==> config.mk <==
export PLATFORM = sky130hd
export DESIGN_NAME = seq_divider
export DESIGN_NICKNAME = d
export VERILOG_FILES = /design/src/rtl/seq_divider_pkg.sv /design/src/rtl/div_step.sv /design/src/rtl/seq_divider.sv
export SDC_FILE = /design/constraint.sdc
export NUM_CORES = 1
export LEC_CHECK = 0
export ABC_AREA = 0
export BUFFER_PORTS_ARGS = -buffer_cell sky130_fd_sc_hd__buf_4
export CORE_MARGIN = 2
export CORE_UTILIZATION = 25
export DETAILED_ROUTE_END_ITERATION = 8
export SYNTH_ARGS = -nofsm -noshare
export SYNTH_HDL_FRONTEND = slang
export SYNTH_SLANG_ARGS = --single-unit
export TNS_END_PERCENT = 30
==> constraint.sdc <==
create_clock -name clk -period 2.7 [get_ports clk]
set_input_delay 0.135 -clock clk [delete_from_list [all_inputs] [get_ports clk]]
set_output_delay 0.135 -clock clk [all_outputs]
set_load 0.05 [all_outputs]
==> src/rtl/seq_divider_pkg.sv <==
// Shared types and constants for the sequential restoring divider.
// Latency: n/a (declarations only).
// Backpressure: n/a (declarations only).
package seq_divider_pkg;

   // Default operand/result width in bits
   localparam int DIV_WIDTH_DEFAULT = 8;

   // Controller states: waiting, iterating one bit per cycle, result pulse
   typedef enum logic [1:0] {
      IDLE = 2'd0,
      RUN  = 2'd1,
      DONE = 2'd2
   } div_state_e;

endpackage : seq_divider_pkg

==> src/rtl/div_step.sv <==
// Single combinational restoring-division step: shift, compare, conditional subtract.
// Latency: purely combinational, zero cycles.
// Backpressure: none; the caller decides when the result is registered.
import seq_divider_pkg::*;

module div_step #(
   parameter int WIDTH = DIV_WIDTH_DEFAULT
) (
   input  logic [WIDTH:0]   rem_i,
   input  logic             dvd_msb_i,
   input  logic [WIDTH-1:0] divisor_i,
   output logic [WIDTH:0]   rem_o,
   output logic             q_bit_o
);

   // The incoming partial remainder is always < divisor, so its top bit is
   // always zero and only the low WIDTH bits take part in the shift.
   logic             rem_top_unused;
   logic [WIDTH:0]   shifted;
   logic [WIDTH:0]   dvs_ext;

   assign rem_top_unused = rem_i[WIDTH];

   // Shift in the next dividend bit, then subtract the divisor if it fits
   always_comb begin
      shifted = {rem_i[WIDTH-1:0], dvd_msb_i};
      dvs_ext = {1'b0, divisor_i};
      q_bit_o = (shifted >= dvs_ext);
      rem_o   = q_bit_o ? (shifted - dvs_ext) : shifted;
   end

endmodule : div_step

==> src/rtl/seq_divider.sv <==
// Sequential unsigned restoring divider, one quotient bit per cycle, MSB first.
// Latency: done pulses WIDTH+1 cycles after an accepted start (1 cycle for a zero divisor with SEQ_DIVIDER_ZERO_CHK_EN).
// Backpressure: start is ignored while busy; results hold until the next done pulse.
import seq_divider_pkg::*;

module seq_divider #(
   parameter int WIDTH = DIV_WIDTH_DEFAULT
) (
   input  logic             clk,
   input  logic             rst_n,
   input  logic             start,
   input  logic [WIDTH-1:0] dividend,
   input  logic [WIDTH-1:0] divisor,
   output logic             busy,
   output logic             done,
   output logic [WIDTH-1:0] quotient,
   output logic [WIDTH-1:0] remainder,
   output logic             div_err
);

   localparam int CNT_W = $clog2(WIDTH + 1);
   localparam logic [CNT_W-1:0] CNT_LOAD = CNT_W'(WIDTH);
   localparam logic [CNT_W-1:0] CNT_LAST = CNT_W'(1);

   div_state_e       state_q, state_d;
   logic [CNT_W-1:0] cnt_q, cnt_d;
   // Partial remainder, one bit wider than the operands
   logic [WIDTH:0]   rem_q, rem_d;
   // Dividend bits shift out of the MSB while quotient bits shift into the
   // LSB; after WIDTH steps this register holds the full quotient.
   logic [WIDTH-1:0] dq_q, dq_d;
   logic [WIDTH-1:0] dvs_q, dvs_d;
   // Architectural results, only updated on entry to DONE
   logic [WIDTH-1:0] quo_q, quo_d;
   logic [WIDTH-1:0] res_rem_q, res_rem_d;

   logic             accept;
   logic             last_step;
   logic [WIDTH:0]   step_rem;
   logic             step_qbit;

   assign accept    = start && (state_q != RUN);
   assign last_step = (state_q == RUN) && (cnt_q == CNT_LAST);

`ifdef SEQ_DIVIDER_ZERO_CHK_EN
   logic div_zero;
   logic err_q, err_d;
   assign div_zero = (divisor == '0);
`endif

   div_step #(
      .WIDTH(WIDTH)
   ) u_div_step (
      .rem_i     (rem_q),
      .dvd_msb_i (dq_q[WIDTH-1]),
      .divisor_i (dvs_q),
      .rem_o     (step_rem),
      .q_bit_o   (step_qbit)
   );

   // State register; reset aborts any division in flight
   always_ff @(posedge clk or negedge rst_n) begin
      if (!rst_n) begin
         state_q <= IDLE;
      end else begin
         state_q <= state_d;
      end
   end

   // Next-state logic: DONE re-enters RUN directly on start, so no bubble
   always_comb begin
      state_d = state_q;
      unique case (state_q)
         IDLE, DONE: begin
            if (start) begin
`ifdef SEQ_DIVIDER_ZERO_CHK_EN
               state_d = div_zero ? DONE : RUN;
`else
               state_d = RUN;
`endif
            end else begin
               state_d = IDLE;
            end
         end
         RUN: begin
            if (cnt_q == CNT_LAST) begin
               state_d = DONE;
            end
         end
         default: state_d = IDLE;
      endcase
   end

   // Moore outputs decoded from the current state
   always_comb begin
      busy = (state_q == RUN);
      done = (state_q == DONE);
   end

   // Datapath next-state: load on accept, iterate in RUN, publish on last step
   always_comb begin
      cnt_d     = cnt_q;
      rem_d     = rem_q;
      dq_d      = dq_q;
      dvs_d     = dvs_q;
      quo_d     = quo_q;
      res_rem_d = res_rem_q;
`ifdef SEQ_DIVIDER_ZERO_CHK_EN
      err_d     = err_q;
`endif
      if (accept) begin
         cnt_d = CNT_LOAD;
         rem_d = '0;
         dq_d  = dividend;
         dvs_d = divisor;
`ifdef SEQ_DIVIDER_ZERO_CHK_EN
         // Zero divisor short-circuits straight to the result
         if (div_zero) begin
            quo_d     = '1;
            res_rem_d = dividend;
            err_d     = 1'b1;
         end
`endif
      end else if (state_q == RUN) begin
         cnt_d = cnt_q - CNT_LAST;
         rem_d = step_rem;
         dq_d  = {dq_q[WIDTH-2:0], step_qbit};
         if (last_step) begin
            quo_d     = {dq_q[WIDTH-2:0], step_qbit};
            res_rem_d = step_rem[WIDTH-1:0];
`ifdef SEQ_DIVIDER_ZERO_CHK_EN
            err_d     = 1'b0;
`endif
         end
      end
   end

   // Datapath registers; results clear on reset so outputs drop immediately
   always_ff @(posedge clk or negedge rst_n) begin
      if (!rst_n) begin
         cnt_q     <= '0;
         rem_q     <= '0;
         dq_q      <= '0;
         dvs_q     <= '0;
         quo_q     <= '0;
         res_rem_q <= '0;
`ifdef SEQ_DIVIDER_ZERO_CHK_EN
         err_q     <= 1'b0;
`endif
      end else begin
         cnt_q     <= cnt_d;
         rem_q     <= rem_d;
         dq_q      <= dq_d;
         dvs_q     <= dvs_d;
         quo_q     <= quo_d;
         res_rem_q <= res_rem_d;
`ifdef SEQ_DIVIDER_ZERO_CHK_EN
         err_q     <= err_d;
`endif
      end
   end

   assign quotient  = quo_q;
   assign remainder = res_rem_q;
`ifdef SEQ_DIVIDER_ZERO_CHK_EN
   assign div_err   = err_q;
`else
   assign div_err   = 1'b0;
`endif

endmodule : seq_divider

==> results of run 1 <==
[registers in the layout, summed over array words and instances (netlist names)]
register   cells
dvs_q          8
state_q        2
remainder      8
rem_q          8
quotient       8
cnt_q          4
dq_q           8
[cell usage in the layout (no fill, tap or decap), types with 3 or more instances in the layout]
master / synthesis / layout
sky130_fd_sc_hd__clkbuf_8: 0 / 5
sky130_fd_sc_hd__inv_1: 14 / 14
sky130_fd_sc_hd__mux2_2: 8 / 8
sky130_fd_sc_hd__nor3_2: 3 / 3
sky130_fd_sc_hd__a211oi_1: 3 / 3
sky130_fd_sc_hd__ha_1: 10 / 10
sky130_fd_sc_hd__nand2_1: 40 / 40
sky130_fd_sc_hd__mux2i_1: 8 / 8
sky130_fd_sc_hd__nand2b_1: 3 / 3
sky130_fd_sc_hd__nand4_1: 3 / 3
sky130_fd_sc_hd__buf_4: 3 / 40
sky130_fd_sc_hd__o21ai_0: 16 / 16
sky130_fd_sc_hd__dfrtp_1: 46 / 46
sky130_fd_sc_hd__a31oi_1: 7 / 7
sky130_fd_sc_hd__a21oi_1: 11 / 11
sky130_fd_sc_hd__nand3_1: 8 / 8
sky130_fd_sc_hd__o31ai_1: 6 / 6
sky130_fd_sc_hd__nor2_1: 10 / 10
[cell families (layout without fill, tap and decap cells)]
logic type,after synthesis,in the layout,synth area share [%]
AOI/OAI and AO/OA,66,66,19.3
xor gates and xnor gates,3,3,1.06
adders and majority gates,11,11,5.83
buffers and inverters,27,65,5.43
DFF,46,46,46.3
muxes,16,16,6.84
other,1,1,0.151
and+or+nand+nor,78,78,15.2
[how the worst min path moves through the flow]
stage	start	endpoint	depth (start not counted)
2_1_floorplan	rst_n	cnt_q[0]	0
3_3_place_gp	rst_n	quotient[4]	1
4_1_cts	divisor[0]	dvs_q[0]	2
3_5_place_dp	rst_n	quotient[4]	1
5_1_grt	divisor[1]	dvs_q[1]	2
6_report	divisor[0]	dvs_q[0]	2
[final cells by class]
type,instances,area [sq um]
Fill cell,1039,6750
Multi-Input combinational cell,175,1200
Sequential cell,46,1150
Timing Repair Buffer,41,310
Tap cell,133,166
Clock buffer,5,68.8
Inverter,16,60.1
Clock inverter,3,23.8
[critical path, stage by stage, from the launching register on]
cell,delay [ns]
sky130_fd_sc_hd__dfrtp_1,0.42
sky130_fd_sc_hd__ha_1,0.39
sky130_fd_sc_hd__a21o_1,0.26
sky130_fd_sc_hd__a31o_4,0.23
sky130_fd_sc_hd__o221ai_4,0.39
sky130_fd_sc_hd__a21oi_1,0.20
sky130_fd_sc_hd__o31ai_1,0.24
[stage by stage]
stage	utilization [%]	setup slack (ns)
2_1_floorplan	-	0.784
3_3_place_gp	29.6	0.566
3_5_place_dp	29.6	0.524
4_1_cts	30.7	0.519
5_1_grt	30.7	0.317
6_report	30.7	0.485
[layer usage]
layer / up-vias / wire (um) / global-route usage, %
met4: 0 / 74 / 3.19
li1: 960 / - / -
met5: - / 0 / 0
met2: 50 / 2760 / 18.7
met1: 953 / 2760 / 14.5
met3: 6 / 255 / 2.64
[repair_timing]
| action | 4_1_cts | 5_1_grt |
|---|---|---|
| buffers inserted | 0 | 0 |
| hold endpoints to repair | 46 | 0 |
| hold buffers | 1 | 0 |
==> qor.tcl, run 1 <==
set qor(share_of_flip_flops_with_an_asynchronous_set_or_reset_after_synthesis_pct) 100
set qor(routed_wire_length_per_instance_um) 14.0
set qor(synth_edf_count) 0
set qor(mappedNetlistNets) 278
set qor(synth_cell_type_count) 51
set qor(post-place-cells) 410
set qor(total_clock_sinks) 46
set qor(num_io_pins) 38
set qor(num_antenna_cells) 0
set qor(slew_headroom_pct) 60.7
set qor(synth_sequential_area_ratio_pct) 46.3
set qor(rsz0062_at_grt) {false}
set qor(worst_setup_path_end_kind) {register}
set qor(synth-warning-count) 0
set qor(clock_path_buffers) 2
set qor(hpwl_um) 4270
set qor(num_cts_buffers) 5
set qor(die_w_um) 104
set qor(tightest_slew_ns) 0.590
set qor(clk_latency_ns) 0.30
set qor(root_buffer) {sky130_fd_sc_hd__clkbuf_8}
set qor(synthTopCellsByArea) {sky130_fd_sc_hd__dfrtp_1, sky130_fd_sc_hd__nand2_1, sky130_fd_sc_hd__ha_1}
set qor(rr_endpoint) {remainder[4]}
set qor(final_max_slew_viol_count) 0
set qor(worst-endpoint-required_ns) 2.91
set qor(route.final.wire_length_um) 5850
set qor(worst_clock_skew_ns) 0.00923
set qor(status) {completed}
set qor(via_count_of_the_first_global_routing_pass) 1937
set qor(setup.worst_path.start_class) {register}
set qor(final_antenna_net_count) 0
set qor(drt_iter0_drc) 122
set qor(fin_hold_ws_ns) 0.0643
set qor(synthesis.instances) 248
set qor(vertical_extent_of_the_die_um) 104
set qor(stdcell_count) 419
set qor(number_of_i_o_port_buffers) 36
set qor(max_cap_violations) 0
set qor(tritoncts) {built}
set qor(synthDominantAreaCellType) {sky130_fd_sc_hd__dfrtp_1}
set qor(critical_path_origin) {rem_q[3]}
set qor(hold_viol_final) 0
set qor(worst-path-max-fanout) 15
set qor(postPlaceCellArea_sq_mm) 0.00288
set qor(initial_core_util_pct) 25.6
set qor(worst_setup_path_endpoint) {remainder[4]}
set qor(floorplan.rows) 36
set qor(synthMostInstantiatedCell) {sky130_fd_sc_hd__dfrtp_1}
set qor(antenna_found_initial) 0
set qor(yosys_most_used_dff) {sky130_fd_sc_hd__dfrtp_1}
set qor(synth_common_cells) {sky130_fd_sc_hd__dfrtp_1, sky130_fd_sc_hd__nand2_1, sky130_fd_sc_hd__o21ai_0}
set qor(core-area_sq_mm) 0.00973
set qor(pin_count_of_the_biggest_net_entering_global_routing) 47
set qor(cts_resized) 0
set qor(worst_r2r_path_depth) 6
set qor(gpl.final_weighted_congestion) 0.842
set qor(rr_startpoint) {rem_q[3]}
set qor(grt_first_pass_wirelength_um) 9780
set qor(hp-class) {in2reg}
set qor(finalSetupViolCount) 0
set qor(layout_worst_path_cycle_share_pct) 82.0
set qor(vias) 1969
set qor(synth_top_area_share_pct) 46.3
set qor(worst_ep_arrival_time_ns) 2.42
set qor(mean_cell_area_of_the_mapped_netlist_sq_um) 10.0
set qor(die-area_sq_mm) 0.0108
set qor(remaining_drcs) 0
set qor(post-route-min-period_ns) 2.22
set qor(timing.reg2reg.setup_slack_ns) 0.48
set qor(route.detailed.vias_per_inst) 4.70
set qor(finalInstanceArea_sq_mm) 0.00298
set qor(global_route.overflow_total) 0
set qor(critical_path_class) {reg2reg}
set qor(final.setup.tns_ns) 0
set qor(drt_pass1_iterations) 4
set qor(share_of_final_layout_standard_cells_stronger_than_drive_strength_1_pct) 25.2
set qor(syn-cell-area_sq_mm) 0.00249
set qor(syn2layout_area_growth_pct) 19.9
set qor(grt_use_total_pct) 11.2
set qor(postSynthRegisterBits) 46
set qor(fmaxAchievable_ghz) 0.451
set qor(cts-htree-levels) 2
set qor(worst_setup_hold_path_clk_slew_ns) 0.10
set qor(number_of_nets_in_the_layout) 315
Power of run 1 is left out: the tool's default activity adds up to more than one toggle a clock period on the data nets, which glitch-free logic cannot reach.
==> inputs of run 2 (changes only) <==
- ABC_AREA: 0 -> 1
- clock period: 2.7 -> 2.2 ns (I/O delays scaled with it)
==> run 2 against run 1 <==
Effect of this change: cell area fell by 2.1%; highest routed layer unchanged; critical path depth rose by 5; clock skew fell by 0.0049 ns; routed wire length fell by 8.7%; first-iteration DRC count fell by 30%; worst setup slack got worse by 0.16 ns; sequential share of layout area rose by 0.81 points; cell count rose by 11%; global-route usage rose by 0.30 points; die area fell by 3.7%.
==> qor.tcl, run 2 <==
set qor(core-area_sq_mm) 0.00928 ;# -4.6%
set qor(final_antenna_net_count) 0 ;# unchanged
set qor(num_antenna_cells) 0 ;# unchanged
set qor(finalSetupViolCount) 0 ;# unchanged
set qor(layout.cells.most_common) {sky130_fd_sc_hd__nand2_1}
set qor(detailroute.wirelength.met3_um) 332 ;# +30%
set qor(root_buffer) {sky130_fd_sc_hd__clkbuf_8}
set qor(worst-endpoint-required_ns) 2.40 ;# -0.51 ns
set qor(max_cap_violations) 0 ;# unchanged
set qor(worst_ep_arrival_time_ns) 2.07 ;# -0.35 ns
set qor(cts-htree-levels) 2 ;# unchanged
set qor(critical_path_class) {reg2reg}
set qor(synthDominantAreaCellType) {sky130_fd_sc_hd__dfrtp_1}
set qor(synthMostInstantiatedCell) {sky130_fd_sc_hd__nand2_1}
set qor(clk_latency_ns) 0.30 ;# about the same
set qor(tightest_slew_ns) 0.614 ;# +0.0242 ns
set qor(grt_use_total_pct) 11.5 ;# +0.30 points
set qor(number_of_nets_in_the_layout) 363 ;# +15%
set qor(fmaxAchievable_ghz) 0.533 ;# +18%
set qor(hp-class) {in2reg}
set qor(num_io_pins) 38 ;# unchanged
set qor(synthTopCellsByArea) {sky130_fd_sc_hd__dfrtp_1, sky130_fd_sc_hd__nand2_1, sky130_fd_sc_hd__inv_1}
set qor(hpwl_um) 4030 ;# -5.5%
set qor(synth_common_cells) {sky130_fd_sc_hd__nand2_1, sky130_fd_sc_hd__dfrtp_1, sky130_fd_sc_hd__inv_1}
set qor(syn-cell-area_sq_mm) 0.00239 ;# -3.9%
set qor(final.setup.tns_ns) 0 ;# unchanged
set qor(synth_top_area_share_pct) 48.1 ;# +1.9 points
set qor(post_cts_setup_buffer_count) 0 ;# unchanged
set qor(layout.filler_cells) 1013 ;# -2.5%
set qor(pin_count_of_the_biggest_net_entering_global_routing) 47 ;# unchanged
set qor(tritoncts) {built}
set qor(grt_first_pass_wirelength_um) 9130 ;# -6.7%
set qor(syn2layout_area_growth_pct) 22.1
set qor(maxUsedRoutingLayer) {met4}
set qor(floorplan.rows) 35 ;# -2.8%
set qor(worst_r2r_path_depth) 11 ;# +5
set qor(total_clock_sinks) 46 ;# unchanged
set qor(mean_cell_area_of_the_mapped_netlist_sq_um) 8.11 ;# -19%
set qor(worst_setup_path_end_kind) {register}
set qor(synth_edf_count) 0 ;# unchanged
set qor(share_of_flip_flops_with_an_asynchronous_set_or_reset_after_synthesis_pct) 100 ;# unchanged
set qor(die_w_um) 102 ;# -1.9%
set qor(slew_headroom_pct) 59.0 ;# -1.7 points
set qor(layout_worst_path_cycle_share_pct) 85.4 ;# +3.3 points
set qor(final_max_slew_viol_count) 0 ;# unchanged
set qor(setup.worst_path.start_class) {register}
set qor(worst_hold_path.num_cells) 3 ;# +1
set qor(post-route-min-period_ns) 1.88 ;# -0.338 ns
set qor(synthesis.instances) 295 ;# +19%
set qor(worst_setup_hold_path_clk_slew_ns) 0.09 ;# about the same
set qor(synth_cell_type_count) 32 ;# -37%
set qor(worst-path-max-fanout) 10 ;# -5
set qor(drt_pass1_iterations) 4 ;# unchanged
set qor(initial_core_util_pct) 25.8 ;# +0.19 points
set qor(rsz0062_at_grt) {false}
set qor(postSynthRegisterBits) 46 ;# unchanged
set qor(num_cts_buffers) 5 ;# unchanged
set qor(drt_iter0_drc) 85 ;# -30%
set qor(status) {completed}
set qor(route.final.wire_length_um) 5340 ;# -8.7%
set qor(vias) 1894 ;# -3.8%
set qor(global_route.overflow_total) 0 ;# unchanged
set qor(die-area_sq_mm) 0.0104 ;# -3.7%
set qor(yosys_most_used_dff) {sky130_fd_sc_hd__dfrtp_1}
set qor(routed-wl-met2_um) 2260 ;# -18%
set qor(route.detailed.vias_per_inst) 4.09 ;# -13%
set qor(antenna_found_initial) 0 ;# unchanged
set qor(routed_wire_length_per_instance_um) 11.5 ;# -17%
set qor(clock_path_buffers) 2 ;# unchanged
set qor(remaining_drcs) 0 ;# unchanged
set qor(share_of_final_layout_standard_cells_stronger_than_drive_strength_1_pct) 17.4 ;# -7.8 points
set qor(vertical_extent_of_the_die_um) 102 ;# -1.9%
set qor(wl_met1_um) 2670 ;# -3.4%
set qor(via_count_of_the_first_global_routing_pass) 1904 ;# -1.7%
set qor(multi_input_comb_area_sq_mm) 0.00105 ;# -12%
set qor(synth_sequential_area_ratio_pct) 48.1 ;# +1.9 points
set qor(register_area_sq_mm) 0.00115 ;# unchanged
set qor(number_of_i_o_port_buffers) 36 ;# unchanged
set qor(worst_clock_skew_ns) 0.00435 ;# -0.00488 ns
set qor(hold_viol_final) 0 ;# unchanged
set qor(gpl.final_weighted_congestion) 0.896 ;# +6.4%
set qor(layout_common_cells) {sky130_fd_sc_hd__nand2_1, sky130_fd_sc_hd__dfrtp_1, sky130_fd_sc_hd__buf_4, sky130_fd_sc_hd__inv_1, sky130_fd_sc_hd__nand3_1}
set qor(mappedNetlistNets) 325 ;# +17%
set qor(synth-warning-count) 0 ;# unchanged
## run 2: logic make-up after synthesis
kind of cell	count (synthesis)	share of synthesized area (%)
buf+inv	47	7.79
simple gates	155	28.7
fa+ha+maj	11	6.07
xor+xnor	3	1.10
other cells	1	0.157
flops	46	48.1
compound gates	32	8.11
## run 2: per-layer routing
layer  vias to the layer above  global-route usage [%]
met4                         0                    4.10
met1                       832                    16.2
li1                       1008                       -
met5                         -                       0
met2                        48                    17.3
met3                         6                    2.67
## run 2: repair_timing
item | CTS | global route
resized for setup | 0 | 0
hold buffers | 1 | 0
endpoints found under the hold margin | 46 | 0
## run 2: worst max-delay path, stage by stage, from the launching register on
cell and delay (ns):
sky130_fd_sc_hd__dfrtp_1 0.43, sky130_fd_sc_hd__ha_1 0.39, sky130_fd_sc_hd__nand2_1 0.09, sky130_fd_sc_hd__nand2_1 0.07
sky130_fd_sc_hd__nand2_1 0.06, sky130_fd_sc_hd__nand2_1 0.08, sky130_fd_sc_hd__nor2_4 0.29, sky130_fd_sc_hd__nand2_8 0.11
sky130_fd_sc_hd__nand2_1 0.07, sky130_fd_sc_hd__nand2_1 0.07, sky130_fd_sc_hd__nand2_1 0.08, sky130_fd_sc_hd__nand2_1 0.05
## run 2: metrics by stage
| step | area (sq um) | setup slack, ns | cells | hold slack [ns] | util [%] |
|---|---|---|---|---|---|
| floorplan | 2390 | 0.602 | 295 | -0.186 | - |
| global placement | 2800 | 0.396 | 454 | 0.163 | 30.1 |
| detailed placement | 2800 | 0.356 | 454 | 0.172 | 30.1 |
| CTS | 2920 | 0.329 | 463 | 0.00423 | 31.5 |
| global route | 2920 | 0.147 | 463 | 0.0101 | 31.5 |
| finish | 2920 | 0.322 | 463 | 0.0105 | 31.5 |
## run 2: path summary, 6_finish.rpt
path	from	to	slack [ns]
setup / recovery	rem_q[5]	remainder[3]	0.32
hold / removal	divisor[2]	dvs_q[2]	0.01
setup reg to reg	rem_q[5]	remainder[3]	0.32
hold reg to reg	quotient[0]	quotient[0]	0.48
max in group asynchronous	rst_n	dvs_q[2]	1.44
min in group asynchronous	rst_n	quotient[5]	0.35
## run 2: area by class of cell
| type | count | area share (%) |
|---|---|---|
| clock inverters | 3 | 1.50 |
| well taps | 129 | 5.52 |
| inverters | 39 | 5.01 |
| flip-flops and latches | 46 | 39.4 |
| clock buffers | 5 | 2.36 |
| repair buffers | 39 | 10.1 |
| multi-input cells | 202 | 36.1 |
Power of run 2 is left out for the same reason.
==> inputs of run 3 (changes only) <==
- SLEW_MARGIN: default -> 40
- clock period: 2.2 -> 1.6 ns (I/O delays scaled with it)
==> run 3 against run 2 <==
Effect of this change: the flow now finishes with violations (negative hold slack, negative setup slack); register-to-register slack worse by 0.45 ns; clock skew is 0.0030 ns higher; worst setup slack worse by 0.45 ns; via count is 15% higher; global-route usage is 0.74 points higher; utilization is 7.4 points higher; non-clock buffer count is 45 higher; cell area is 23% higher; sequential share of layout area is 7.4 points lower; critical path type unchanged; critical endpoint is now remainder[0]; largest cell class is now multi-input gates.
==> qor.tcl, run 3 (synthesis gave the netlist of run 2 again) <==
set qor(status) {finished, violations left}
set qor(failed_checks) {negative hold slack, negative setup slack}
set qor(drt_iter0_drc) 102 ;# +20%
set qor(timing.reg2reg.setup_slack_ns) -0.13 ;# -0.45 ns
set qor(route.final.wire_length_um) 6070 ;# +14%
set qor(worst_r2r_path_depth) 11 ;# unchanged
set qor(layout.cells.most_common) {sky130_fd_sc_hd__nand2_1}
set qor(worst-endpoint-required_ns) 1.80 ;# -0.60 ns
set qor(layout_common_cells) {sky130_fd_sc_hd__nand2_1, sky130_fd_sc_hd__buf_4, sky130_fd_sc_hd__dfrtp_1, sky130_fd_sc_hd__inv_1, sky130_fd_sc_hd__nand2_2}
set qor(route.detailed.vias_per_inst) 4.27 ;# +4.4%
set qor(via_count_of_the_first_global_routing_pass) 2127 ;# +12%
set qor(rsz0062_at_grt) {true}
set qor(final_antenna_net_count) 0 ;# unchanged
set qor(worst_setup_hold_path_clk_slew_ns) 0.10 ;# about the same
set qor(drt_pass1_iterations) 4 ;# unchanged
set qor(routed_wire_length_per_instance_um) 11.9 ;# +3.2%
set qor(rr_endpoint) {remainder[0]}
set qor(setup.worst_path.start_class) {register}
set qor(worst_setup_path_endpoint) {remainder[0]}
set qor(vias) 2178 ;# +15%
set qor(max_cap_violations) 0 ;# unchanged
set qor(initial_core_util_pct) 25.8 ;# unchanged
set qor(global_route.overflow_total) 0 ;# unchanged
set qor(finalWorstSetupSlack_ns) -0.128 ;# -0.451 ns
set qor(num_antenna_cells) 0 ;# unchanged
set qor(critical_path_origin) {rem_q[1]}
set qor(hp-class) {in2reg}
set qor(vertical_extent_of_the_die_um) 102 ;# unchanged
set qor(grt_use_total_pct) 12.2 ;# +0.74 points
set qor(core-area_sq_mm) 0.00928 ;# unchanged
set qor(floorplan.rows) 35 ;# unchanged
set qor(rr_startpoint) {rem_q[1]}
set qor(total_clock_sinks) 46 ;# unchanged
set qor(layout.filler_cells) 955 ;# -5.7%
set qor(worst-path-max-fanout) 10 ;# unchanged
set qor(number_of_i_o_port_buffers) 36 ;# unchanged
set qor(grt_first_pass_wirelength_um) 10100 ;# +11%
set qor(tightest_slew_ns) 0.606 ;# -0.00843 ns
set qor(fmaxAchievable_ghz) 0.579 ;# +8.6%
set qor(die-area_sq_mm) 0.0104 ;# unchanged
set qor(share_of_final_layout_standard_cells_stronger_than_drive_strength_1_pct) 38.8 ;# +21 points
set qor(root_buffer) {sky130_fd_sc_hd__clkbuf_8}
set qor(remaining_drcs) 0 ;# unchanged
set qor(num_io_pins) 38 ;# unchanged
set qor(post-route-min-period_ns) 1.73 ;# -0.149 ns
set qor(worst_ep_arrival_time_ns) 1.93 ;# -0.14 ns
set qor(gpl.final_weighted_congestion) 0.830 ;# -7.4%
set qor(hpwl_um) 4190 ;# +3.9%
set qor(clock_path_buffers) 2 ;# unchanged
set qor(number_of_nets_in_the_layout) 410 ;# +13%
set qor(slew_headroom_pct) 59.6 ;# +0.56 points
set qor(fin_hold_ws_ns) -0.00235 ;# -0.0128 ns
set qor(multi_input_comb_area_sq_mm) 0.00135 ;# +28%
set qor(syn2layout_area_growth_pct) 50.7
set qor(antenna_found_initial) 0 ;# unchanged
set qor(num_cts_buffers) 5 ;# unchanged
set qor(layout_worst_path_cycle_share_pct) 108 ;# +23 points
set qor(clk_latency_ns) 0.30 ;# about the same
set qor(finalSetupViolCount) 17 ;# +17
set qor(tritoncts) {built}
set qor(cts-htree-levels) 2 ;# unchanged
set qor(pin_count_of_the_biggest_net_entering_global_routing) 47 ;# unchanged
set qor(critical_path_class) {reg2reg}
set qor(die_w_um) 102 ;# unchanged
set qor(register_area_sq_mm) 0.00115 ;# +0.33%
set qor(hold_viol_final) 1 ;# +1
set qor(worst_clock_skew_ns) 0.00738 ;# +0.00303 ns
set qor(worst_setup_path_end_kind) {register}
set qor(final_max_slew_viol_count) 0 ;# unchanged
==> run 3: through the flow <==
| stage | setup slack (ns) | std cells | util (%) | setup TNS (ns) | instance area, sq um |
|---|---|---|---|---|---|
| after CTS | -0.0820 | 504 | 36.4 | -1.07 | 3380 |
| after global placement | -0.168 | 480 | 32.3 | -2.24 | 2990 |
| after global routing | -0.203 | 510 | 38.8 | -3.82 | 3610 |
| after floorplan | 0.00193 | 295 | - | 0 | 2390 |
| after detailed placement | -0.181 | 480 | 32.3 | -2.61 | 2990 |
| final | -0.128 | 510 | 38.8 | -1.57 | 3610 |
==> run 3: layout make-up <==
type,instances,area share [%]
well taps,129,4.48
inverters,39,4.06
multi-input cells,204,37.4
repair buffers,84,19.5
clock inverters,3,0.659
flip-flops and latches,46,32.0
clock buffers,5,1.91
==> run 3: what timing repair did <==
action                                 4_1_cts  5_1_grt
setup buffers                                2        4
pin swaps                                    8       29
setup endpoints to repair                   18       25
endpoints found under the hold margin       58        1
cloned                                       1        1
hold buffers                                13        1
resized for setup                           17       52
==> run 3: critical path, stage by stage, from the launching register on <==
cell,delay [ns]
sky130_fd_sc_hd__dfrtp_1,0.44
sky130_fd_sc_hd__ha_4,0.33
sky130_fd_sc_hd__nand2_4,0.06
sky130_fd_sc_hd__nor2_4,0.11
sky130_fd_sc_hd__inv_2,0.06
sky130_fd_sc_hd__nor2_4,0.11
sky130_fd_sc_hd__nor2_4,0.05
sky130_fd_sc_hd__buf_12,0.14
sky130_fd_sc_hd__nand2_8,0.09
sky130_fd_sc_hd__nand2_1,0.07
sky130_fd_sc_hd__nand3_1,0.09
sky130_fd_sc_hd__nand2_1,0.05
==> run 3: per-layer routing <==
layer / share of wire (%) / global-route usage (%) / routed length (um) / vias up
met5: 0 / 0 / 0 / -
met4: 1.4 / 2.77 / 84 / 0
met3: 5.5 / 2.39 / 334 / 9
met2: 46 / 20.1 / 2810 / 57
met1: 47 / 16.7 / 2840 / 1005
li1: - / - / - / 1107
==> run 3: worst min-delay path by stage <==
stage,end,cells after the start,startpoint,slack [ns]
finish,dvs_q[7],3,divisor[7],-0.002
detailed placement,dvs_q[2],1,rst_n,0.14
floorplan,cnt_q[0],0,rst_n,-0.22
CTS,dvs_q[7],3,divisor[7],0.0006
global placement,dvs_q[2],1,rst_n,0.14
global route,dq_q[1],3,dividend[1],0.005
Power of run 3 is left out for the same reason.
